==> config.mk <==
export PLATFORM = sky130hd
export DESIGN_NAME = andornor_expect
export DESIGN_NICKNAME = d
export VERILOG_FILES = /design/src/rtl/andornor_result_checker_pkg.sv /design/src/rtl/andornor_expect.sv
export SDC_FILE = /design/constraint.sdc
export NUM_CORES = 1
export LEC_CHECK = 0
export BUFFER_PORTS_ARGS = -buffer_cell sky130_fd_sc_hd__buf_2
export CAP_MARGIN = 20
export CORE_MARGIN = 8
export CORE_UTILIZATION = 23
export DETAILED_ROUTE_END_ITERATION = 10
export PLACE_DENSITY_LB_ADDON = 0.3
export SLEW_MARGIN = 0
export SYNTH_ARGS = -nofsm -noshare
export SYNTH_HDL_FRONTEND = slang
export SYNTH_SLANG_ARGS = --single-unit
==> constraint.sdc <==
create_clock -name vclk -period 0.8
set_input_delay 0.08 -clock vclk [all_inputs]
set_output_delay 0.08 -clock vclk [all_outputs]
set_load 0.01 [all_outputs]
==> src/rtl/andornor_result_checker_pkg.sv <==
// rtl/andornor_result_checker_pkg.sv - shared types and constants for the AND/OR/NOR result checker
package andornor_result_checker_pkg;

  typedef enum logic [1:0] {
    ST_IDLE = 2'd0,
    ST_RUN  = 2'd1,
    ST_DONE = 2'd2
  } state_t;

  localparam int MSK_AND = 0;
  localparam int MSK_OR  = 1;
  localparam int MSK_NOR = 2;

  localparam int DEF_DW    = 32;
  localparam int DEF_CNT_W = 16;

endpackage

==> src/rtl/andornor_expect.sv <==
// rtl/andornor_expect.sv - golden AND/OR/NOR results; the carry-out bit is always zero
module andornor_expect
  import andornor_result_checker_pkg::*;
#(
  parameter int DW = DEF_DW
) (
  input  logic [DW-1:0] a,
  input  logic [DW-1:0] b,
  output logic [DW:0]   e_and,
  output logic [DW:0]   e_or,
  output logic [DW:0]   e_nor
);
  assign e_and = {1'b0, a & b};
  assign e_or  = {1'b0, a | b};
  assign e_nor = {1'b0, ~(a | b)};
endmodule

==> run metrics <==
Fin Hold WS=406.1 ps; ant diodes=0; clock buffer count=0; Hold Path Class=in -> out; Routed Antenna Nets=0; hold worst-path end=e_nor[29]; slowest CP cell=or2_1; GRT Total Usage=between 10% and 20%; via count=1159; DIE WIDTH=66.51 µm; Rows=18; status=finished, final reports clean; I/O Buffers=between 150 and 200; Place WS=around 160 ps; CP max stage delay=~210 ps; global-route wire length before repair=5.106 mm; power per cell area=549.9 nW/µm²; IO Count=163; cells along the critical path=buf_2 > or2_1 > buf_2; Hold Crit Depth=3; final instance area=1410 µm²; layout cells sized above 1=74.13%; Final TNS setup=0 ps; Yosys cell types=5; Critical Path AT=about 550 ps; hold_sp=a[29]; DRC Markers=0; data required time at the worst endpoint=720 ps; Slew Limit Fails=0; Die Area=4424 µm²; Synth-to-Final Area Change=140.3%; critical setup path kind=in -> out; count of synthesis-stage warnings from yosys=0; # Post-CTS Setup Buffers=0; seq_cells=0; Detailed Place HPWL=3.634 mm; Starting Density=23.90%; crit share post-route=78.32%; CTS resizes=0; Core ar.=2455 µm²; Max-cap violations=0; Vias per Instance=4.010; sequential share of the synthesized area=0%; crit path launch type=input port; CP max FO=3; DR iter-0 viols=23; RSZ-0062 raised after global routing=false; Most common cell on crit path=buf_2; vias in the first global route=~1100; grt ovf=0; Pwr Total=0.7755 mW; final wirelength=3.764 mm; P_leak=about 0.9 nW; Cells after Synth=100; nets@finish=325; initial antenna violation count=0; element type at the critical path end=output pin; Pre-antenna DRT Iters=4; post-route setup slack=about 170 ps; peak supply drop=0.3465 mV; f_max=1.596 GHz; Mapped Area=586.8 µm²; # setup viols final=0; Seq. cell area=0 µm²; minimum clock period=roughly 630 ps; routed len/inst=13.02 µm; Placer Congestion=0.8377; CTS Hold Buffers Added=0; largest net degree at the start of global routing=4; Final Hold Vio Count=0; die height=about 67 µm; Avg Inst Size Synth=5.868 µm²; Post-DP Area=roughly 1400 µm²
through the flow:
stage | utilization, % | instances
final | 57.44 | 289
after global routing | 57.44 | 289
after CTS | 57.44 | 289
after detailed placement | 57.44 | 289
after global placement | 57.44 | 289
after floorplan | - | 102
routing by layer:
metal | global-route usage, % | vias up | share of wire [%]
met5 | 0 | - | 0
met4 | 0 | 0 | 0
met3 | 8.054 | 0 | 17
met2 | 29.79 | 83 | 53
met1 | 11.70 | 463 | 30
li1 | - | 613 | -
placed cells by master, fill, tap and decap left out:
cell | Yosys | layout
or2_1 | 32 | 32
conb_1 | 1 | 3
and2_2 | 32 | 32
nor2_1 | 32 | 32
buf_2 | 0 | 160
critical path: cells and delay by family:
family,cells,cell delay (ps)
simple gates,1,210
buf+inv,2,260
worst max-delay path by stage:
stage          startpoint  endpoint  slack, ps  cells after the start
2_1_floorplan        b[0]   e_or[0]        390                      1
3_3_place_gp        b[16]  e_or[16]        170                      3
3_5_place_dp        b[16]  e_or[16]        160                      3
4_1_cts             b[16]  e_or[16]        160                      3
5_1_grt             b[16]  e_or[16]        150                      3
6_report            b[16]  e_or[16]        170                      3
cell usage after synthesis:
| master | instances | area [µm²] |
|---|---|---|
| or2_1 | 32 | 200.2 |
| nor2_1 | 32 | 120.1 |
| and2_2 | 32 | 240.2 |
| conb_1 | 1 | 3.750 |
| buf_4 | 3 | 22.52 |
report_power, final:
part	internal [mW]	leakage, nW	total [mW]	switching, mW
Combinational	0.389	0.896	0.775	0.386
Sequential	0	0	0	0
Clock	0	0	0	0
kinds of logic (layout without fill, tap and decap cells):
logic type | count (synthesis) | in the layout | synth area share (%)
buffers and inverters | 3 | 160 | 3.838
other | 1 | 3 | 0.6390
AND/OR/NAND/NOR | 96 | 96 | 95.52
cell type report:
type | count | area, µm²
Multi-Input combinational cell | 99 | 571.8
Fill cell | 266 | 1045
Timing Repair Buffer | 160 | 800.8
Tap cell | 30 | 37.54
No activity file was read; power rests on OpenSTA's default activity.
